**src/rtl/snake_pkg.sv**
```systemverilog
// Shared snake-game definitions: direction codes, game states and sound-event codes.
package snake_pkg;

  typedef enum logic [1:0] {
    DIR_UP    = 2'b00,
    DIR_DOWN  = 2'b01,
    DIR_LEFT  = 2'b10,
    DIR_RIGHT = 2'b11
  } dir_e;

  typedef enum logic [1:0] {
    GS_IDLE  = 2'b00,
    GS_RUN   = 2'b01,
    GS_PAUSE = 2'b10,
    GS_OVER  = 2'b11
  } game_state_e;

  typedef enum logic [2:0] {
    SND_NONE  = 3'd0,
    SND_EAT   = 3'd1,
    SND_TURN  = 3'd2,
    SND_DIE   = 3'd3,
    SND_START = 3'd4
  } sound_evt_e;

  // Bit positions in the packed button vector {center,right,left,down,up}.
  localparam int NUM_BTNS   = 5;
  localparam int BTN_UP     = 0;
  localparam int BTN_DOWN   = 1;
  localparam int BTN_LEFT   = 2;
  localparam int BTN_RIGHT  = 3;
  localparam int BTN_CENTER = 4;

endpackage

```
**src/rtl/key_debouncer.sv**
```systemverilog
// One key: two-flop synchronizer, stability counter and registered rising-edge strobe.
module key_debouncer #(
  parameter int DEBOUNCE_CYCLES = 1_000_000
) (
  input  logic clk,
  input  logic rst_n,
  input  logic i_raw,
  output logic o_level,
  output logic o_rise
);
  localparam int CW = (DEBOUNCE_CYCLES > 1) ? $clog2(DEBOUNCE_CYCLES) : 1;
  localparam logic [CW-1:0] CNT_LAST = CW'(DEBOUNCE_CYCLES - 1);

  logic          r_sync1;
  logic          r_sync2;
  logic          r_level;
  logic          r_rise;
  logic [CW-1:0] r_cnt;

  // NOTE: every register here is written with <= so all of them see the
  // pre-edge values of each other; blocking writes would collapse the pipeline.
  always_ff @(posedge clk or negedge rst_n) begin
    if (!rst_n) begin
      r_sync1 <= 1'b0;
      r_sync2 <= 1'b0;
      r_level <= 1'b0;
      r_rise  <= 1'b0;
      r_cnt   <= '0;
    end else begin
      r_sync1 <= i_raw;
      r_sync2 <= r_sync1;
      r_rise  <= 1'b0;
      if (r_sync2 == r_level) begin
        r_cnt <= '0;
      end else if (r_cnt == CNT_LAST) begin
        r_cnt   <= '0;
        r_level <= r_sync2;
        r_rise  <= r_sync2;
      end else begin
        r_cnt <= r_cnt + CW'(1);
      end
    end
  end

  assign o_level = r_level;
  assign o_rise  = r_rise;

endmodule

```
**src/rtl/input_processor.sv**
```systemverilog
// Button front end: five debounced keys -> direction, start/pause and long-press reset strobes.
// Define DIR_REPEAT_EN to re-strobe a single held direction every REPEAT_CYCLES.
module input_processor
  import snake_pkg::*;
#(
  parameter int DEBOUNCE_CYCLES   = 1_000_000,
  parameter int LONG_PRESS_CYCLES = 100_000_000,
  parameter int REPEAT_CYCLES     = 20_000_000
) (
  input  logic       clk,
  input  logic       rst_n,
  input  logic       btn_up_in,
  input  logic       btn_down_in,
  input  logic       btn_left_in,
  input  logic       btn_right_in,
  input  logic       btn_center_in,
  output logic [1:0] dir_out,
  output logic       dir_vld_out,
  output logic       sp_evt_out,
  output logic       rst_evt_out,
  output logic [4:0] btn_lvl_out
);
  localparam int HW = $clog2(LONG_PRESS_CYCLES + 1);
  localparam logic [HW-1:0] HOLD_FIRE = HW'(LONG_PRESS_CYCLES - 1);
  localparam logic [HW-1:0] HOLD_SAT  = HW'(LONG_PRESS_CYCLES);

  // A one-cycle long press would put the reset strobe on top of the start/pause strobe.
  if (DEBOUNCE_CYCLES < 1 || LONG_PRESS_CYCLES < 2 || REPEAT_CYCLES < 1) begin : g_bad_cfg
    $error("input_processor: unsupported parameter set");
  end

  logic [NUM_BTNS-1:0] w_raw;
  logic [NUM_BTNS-1:0] w_level;
  logic [NUM_BTNS-1:0] w_rise;
  logic                w_dir_hit;
  logic                w_rep_fire;
  dir_e                w_dir_next;

  dir_e                r_dir;
  logic                r_dir_vld;
  logic                r_sp_evt;
  logic                r_rst_evt;
  logic [HW-1:0]       r_hold;

  assign w_raw = {btn_center_in, btn_right_in, btn_left_in, btn_down_in, btn_up_in};

  for (genvar g = 0; g < NUM_BTNS; g++) begin : g_btn
    key_debouncer #(.DEBOUNCE_CYCLES(DEBOUNCE_CYCLES)) u_key (
      .clk     (clk),
      .rst_n   (rst_n),
      .i_raw   (w_raw[g]),
      .o_level (w_level[g]),
      .o_rise  (w_rise[g])
    );
  end

  // NOTE: outputs of always_comb get a default first so no path leaves them
  // unassigned, which would otherwise infer a latch.
  always_comb begin
    w_dir_hit  = |w_rise[BTN_RIGHT:BTN_UP];
    w_dir_next = r_dir;
    if      (w_rise[BTN_UP])    w_dir_next = DIR_UP;
    else if (w_rise[BTN_DOWN])  w_dir_next = DIR_DOWN;
    else if (w_rise[BTN_LEFT])  w_dir_next = DIR_LEFT;
    else if (w_rise[BTN_RIGHT]) w_dir_next = DIR_RIGHT;
  end

`ifdef DIR_REPEAT_EN
  localparam int RW = (REPEAT_CYCLES > 1) ? $clog2(REPEAT_CYCLES) : 1;
  localparam logic [RW-1:0] REP_LAST = RW'(REPEAT_CYCLES - 1);

  logic          w_single_dir;
  logic [RW-1:0] r_rep_cnt;

  assign w_single_dir = $onehot(w_level[BTN_RIGHT:BTN_UP]);
  assign w_rep_fire   = w_single_dir && !w_dir_hit && (r_rep_cnt == REP_LAST);

  // A fresh edge restarts the period so repeats stay aligned to the latest edge strobe.
  always_ff @(posedge clk or negedge rst_n) begin
    if (!rst_n) begin
      r_rep_cnt <= '0;
    end else if (w_dir_hit || !w_single_dir || w_rep_fire) begin
      r_rep_cnt <= '0;
    end else begin
      r_rep_cnt <= r_rep_cnt + RW'(1);
    end
  end
`else
  assign w_rep_fire = 1'b0;
`endif

  always_ff @(posedge clk or negedge rst_n) begin
    if (!rst_n) begin
      r_dir     <= DIR_UP;
      r_dir_vld <= 1'b0;
      r_sp_evt  <= 1'b0;
      r_rst_evt <= 1'b0;
      r_hold    <= '0;
    end else begin
      r_dir     <= w_dir_next;
      r_dir_vld <= w_dir_hit | w_rep_fire;
      r_sp_evt  <= w_rise[BTN_CENTER];
      r_rst_evt <= w_level[BTN_CENTER] && (r_hold == HOLD_FIRE);
      // Saturating one past the fire value makes the reset strobe one-shot per hold.
      if (!w_level[BTN_CENTER])  r_hold <= '0;
      else if (r_hold != HOLD_SAT) r_hold <= r_hold + HW'(1);
    end
  end

  assign dir_out     = r_dir;
  assign dir_vld_out = r_dir_vld;
  assign sp_evt_out  = r_sp_evt;
  assign rst_evt_out = r_rst_evt;
  assign btn_lvl_out = w_level;

endmodule

```
**config.mk**
```make
export PLATFORM = sky130hd
export DESIGN_NAME = input_processor
export DESIGN_NICKNAME = d
export VERILOG_FILES = /design/src/rtl/snake_pkg.sv /design/src/rtl/key_debouncer.sv /design/src/rtl/input_processor.sv
export SDC_FILE = /design/constraint.sdc
export NUM_CORES = 1
export LEC_CHECK = 0
export CAP_MARGIN = 25
export CORE_ASPECT_RATIO = 1.5
export CORE_MARGIN = 3
export CORE_UTILIZATION = 60
export CTS_BUF_LIST = sky130_fd_sc_hd__clkbuf_4
export DETAILED_ROUTE_END_ITERATION = 16
export HOLD_SLACK_MARGIN = 0.1
export PLACE_DENSITY = 0.77
export RECOVER_POWER = 50
export SLEW_MARGIN = 20
export SYNTH_ARGS = -nofsm -noshare
export SYNTH_HDL_FRONTEND = slang
export SYNTH_SLANG_ARGS = --single-unit
```
**constraint.sdc**
```tcl
create_clock -name clk -period 3.2 [get_ports clk]
set_input_delay 0.48 -clock clk [delete_from_list [all_inputs] [get_ports clk]]
set_output_delay 0.48 -clock clk [all_outputs]
set_load 0.05 [all_outputs]
```
Word level (Yosys, flattened, before mapping):

Cells that the tools add are included.

* register bits after elaboration: 152
* input port bits: 7
* output and inout port bits: 10
* word-level logic and storage cells: 88

* $add $sub $neg: 6
* equality and inequality tests: 13
* multiplexer cells: 26
* bitwise gates (word level): 5
* reductions and logical operators: 8

Operator list (count)
* $mux 20: 10
* $add 20x1->20 const B: 5
* $eq 20x20->1 const B: 5
* $mux 27: 2
* $add 27x1->27 const B: 1
* $eq 27x27->1 const B: 1
* $ne 27x27->1 const B: 1
* $mux 1: 10
* $reduce_and 2->1: 5
* $mux 2: 4
* $eq 1x1->1: 5
* $not 1->1: 5
* $reduce_bool 4->1: 1
* $reduce_or 4->1: 1
* $ne 2x2->1 const B: 1
* $logic_and 1x1->1: 1

Longest topological paths before layout:

* depth in word-level cells: 4
* gate-level depth with buffers: 7
* depth with buffers taken out: 6

Modules after synthesis:

A second synthesis with hierarchy kept.

* cell total of the unflattened synthesis: 756
* area total of the unflattened synthesis: 7397.1 µm²

By module, submodules not included
* key_debouncer: times used 5, cells an instance 116, area each 1136.1 µm², seq. area each 600.6 µm²
* input_processor: times used 1, cells an instance 176, area each 1716.6 µm², seq. area each 800.8 µm²

Worst setup path before layout:

Ideal clock, no wire load.

* path kind: flip-flop to flip-flop
* start: reg g_btn[3].u_key.r_cnt[15]
* end: reg g_btn[3].u_key.r_cnt[18]
* library setup time: 0.130 ns
* arrival time: 1.794 ns
* data required time: 3.070 ns
* path slack: 1.276 ns
* stages on the path, launching flop included: 6
* path buffers: 1
* period minus slack after synthesis: 1.924 ns
* cells stage by stage: dfrtp_1 -> or4b_1 -> or4_4 -> o21ai_2 -> buf_6 -> a21oi_1

* longest elaborated chain between the ends: 3
* elaborated cells between the ends (all ways): 4
* those cells by class: add/sub: 1; eq/ne: 1; mux: 2

Ends and longest elaborated chain
* from (decl): RTL line key_debouncer.sv:18 `logic [CW-1:0] r_cnt;`
* from (signal assigned): RTL line key_debouncer.sv:40 `r_cnt <= r_cnt + CW'(1);`
* $add 20x1->20 or $eq 20x20->1 (tied branches): RTL line key_debouncer.sv:40, key_debouncer.sv:35
* $mux 20 *: RTL line key_debouncer.sv:35 `end else if (r_cnt == CNT_LAST) begin`
* $mux 20 *: RTL line key_debouncer.sv:33 `if (r_sync2 == r_level) begin`

Every way passes the cells marked *; elsewhere a longest branch is shown, timed or not.
A chain may end at the register's enable or synchronous reset.

Final worst setup path:

* start: reg g_btn[3].u_key.r_cnt[6]
* end: reg g_btn[3].u_key.r_cnt[13]

Same word-level chain as after synthesis.

==> flow_summary_export.csv <==
group,metric,value,unit
clocking,clk_pin_slew,120,ps
timing,slew_headroom,-29.1,%
setup_path,start_kind,"flop",
synth,synth.distinct_cells,42,
floorplan,design.core.area,0.0117,sq mm
detailed_routing,dr.pass1.iters,5,
clocking,root_buffer,"clkbuf_4",
global_routing,grt_use_met3,4.77,%
synth,synth_top_area_share,51.9,%
worst_hold_path,min_path_type,"flop to flop",
detailed_routing,drcViolationCount,0,
timing,min_period_over_period,77.9,%
global_routing,grt_pass1_vias,5430,
global_routing,gr-total-overflow,0,
setup_path,cp.required,3560,ps
setup_path,worstSetupPathType,"flop to flop",
setup_path,crit_arrival,2850,ps
clocking,cts_tree,"yes",
timing,max_freq,0.401,GHz
global_routing,grt_max_degree,80,
detailed_routing,wirelength,14000,microns
synth,synth_edf_count,0,
synth,ys_top_cells_by_area,"dfrtp_1, xnor2_1, nor2_1",
placed_design,gp_congestion,0.827,
worst_hold_path,hold_depth,0,
clocking,clkLatencyLatePin,520,ps
timing,drv_slew,79,
floorplan,die-area,0.0136,sq mm
floorplan,rows,48,
clocking,cts_sinks,152,
global_routing,grtUsageTotal,21.8,%
placed_design,portBuffers,16,
synth,avgSynthCellArea,10.0,sq um
timing,hold_violations,0,
timing,holdWs,365,ps
final_layout,nets,761,
synth,seq_area_frac_synth,51.9,%
timing,setup_tns,0,ps
clocking,cts_setup_buffers,0,
global_routing,antenna_found_initial,1,
run_status,failed_checks,"max-capacitance violations, max-slew violations",
final_layout,drive_gt1_share,6.84,%
synth,syn_area,0.00734,sq mm
synth,syn-num-nets,746,
setup_path,cp-end-kind,"flop",
pwr,vdd_drop_max,266,uV
timing,min_period,2490,ps
global_routing,busiest_layer,"met2",
synth,yosys_warnings,0,
final_layout,final_cell_mix,"dfrtp_1, nor2_1, nand3_1",
floorplan,io-pin-count,17,
floorplan,die_h,141,microns
placed_design,hpwl,9590,microns
clocking,cts_buffer_depth,2,
pwr,power_density,432,mW/mm^2
synth,syn_inst,732,
floorplan,initial_core_util,62.6,%
global_routing,grt_use_met2,38.2,%
clocking,cts_buffers,17,
detailed_routing,wl_per_cell,15.3,microns
run_status,outcome,"finished, violations left",
synth,async_flop_share,100,%
detailed_routing,vias_per_cell,6.06,
synth,synth.largest_area_cell,"dfrtp_1",
flow_run,drv_cap,1,
setup_path,rr_worst_depth,4,
floorplan,die_w,96.3,microns
timing,clock_skew,17.4,ps
global_routing,use_met1,26.5,%
detailed_routing,ant_nets,0,
timing,rsz0062_at_grt,"false",
timing,setup-violations-final,0,
setup_path,crit_fanout,20,
global_routing,grt_pass1_wl,24000,microns
final_layout,layout_commonest_cell,"dfrtp_1",
detailed_routing,num_vias,5518,
final_layout,area.growth.synth_to_final,8.26,%
clocking,htreeDepth,4,
detailed_routing,initialDrtViolationCount,287,
pwr,power_leakage,3.11,nW
synth,ys_ff_latch,152,
timing,tightest_slew,1940,ps
synth,ys.flop_type,"dfrtp_1",
-- cell type report --
type	count	area (sq um)
flip-flops and latches	152	3800
fillers	897	3770
clock inverters	13	203
well taps	150	188
clock buffers	19	143
repair buffers	21	204
inverters	25	93.8
diodes	1	2.50
multi-input cells	530	3300
-- state kept, by name, summed over array words and instances, names as in the netlist --
register,count
dir_out,2
dir_vld_out,1
g_btn.u_key.o_level,5
g_btn.u_key.o_rise,5
g_btn.u_key.r_cnt,100
g_btn.u_key.r_sync1,5
g_btn.u_key.r_sync2,5
r_hold,27
rst_evt_out,1
sp_evt_out,1
-- path summary, 6_finish.rpt --
| path | to | slack (ps) | start |
|---|---|---|---|
| setup / recovery | g_btn[3].u_key.r_cnt[13] | 710 | g_btn[3].u_key.r_cnt[6] |
| min in group asynchronous | g_btn[0].u_key.r_cnt[16] | 1030 | rst_n |
| max in group asynchronous | r_hold[14] | 940 | rst_n |
| hold / removal | g_btn[2].u_key.r_sync2 | 360 | g_btn[2].u_key.r_sync1 |
| hold reg to reg | g_btn[2].u_key.r_sync2 | 360 | g_btn[2].u_key.r_sync1 |
| setup reg to reg | g_btn[3].u_key.r_cnt[13] | 710 | g_btn[3].u_key.r_cnt[6] |
-- critical path, stage by stage, from the launching register on --
cell and delay (ps):
dfrtp_1 450, or4bb_1 530, or4_4 560, o21ai_2 660, nor2_1 150
-- stage by stage --
stage	setup slack (ps)	area, sq um	utilization, %	std cells	power [mW]
floorplan	1280	7340	-	732	2.04
global placement	848	7590	64.8	877	2.10
detailed placement	719	7590	64.8	877	2.11
CTS	712	7950	67.9	910	3.48
global route	564	7940	67.8	911	3.58
finish	708	7940	67.8	911	3.43
-- power by group --
group	leakage (nW)	switching (mW)	internal, mW
combinational	0.835	0.0713	0.0292
clock	0.184	0.652	0.713
sequential	2.09	0.0220	1.94
total	3.11	0.745	2.68
-- metal layers --
metal  vias up  part of all wire, %
met2        82                   55
met5         -                    0
met1      2753                   42
li1       2670                    -
met4         0                  1.1
met3        13                  2.6
-- synth_stat cells, drive strengths merged, types with 2 or more instances --
cell type and n:
mux2 4, buf 15, nor2b 2, nand2 35
nand4 27, nor4 21, nor3 20, or4b 5
and3 9, o21ai 20, or3 24, or2 4
or4 26, ha 7, nor2 91, o31ai 25
xnor2 44, nor3b 3, inv 25, nor4b 6
a21oi 44, nand3 53, and4 17, clkbuf 10
o41ai 2, dfrtp 152, xor2 34, nand2b 3
-- repair_timing --
action                                  4_1_cts  5_1_grt
endpoints found under the hold margin        77        0
resized for setup                             0        0
endpoints found under the setup margin        0        0
hold buffers                                  1        0
-- cells by family (layout without fill, tap and decap cells) --
group / count (synthesis) / count (layout) / share of synthesized area (%)
simple gates: 348 / 348 / 25.9
other cells: 0 / 1 / 0
buf+inv: 50 / 78 / 3.17
fa+ha+maj: 7 / 7 / 1.19
compound gates: 93 / 93 / 7.97
flops: 152 / 152 / 51.9
xor+xnor: 78 / 78 / 9.31
mux: 4 / 4 / 0.614
No activity file was read; power rests on OpenSTA's default activity.
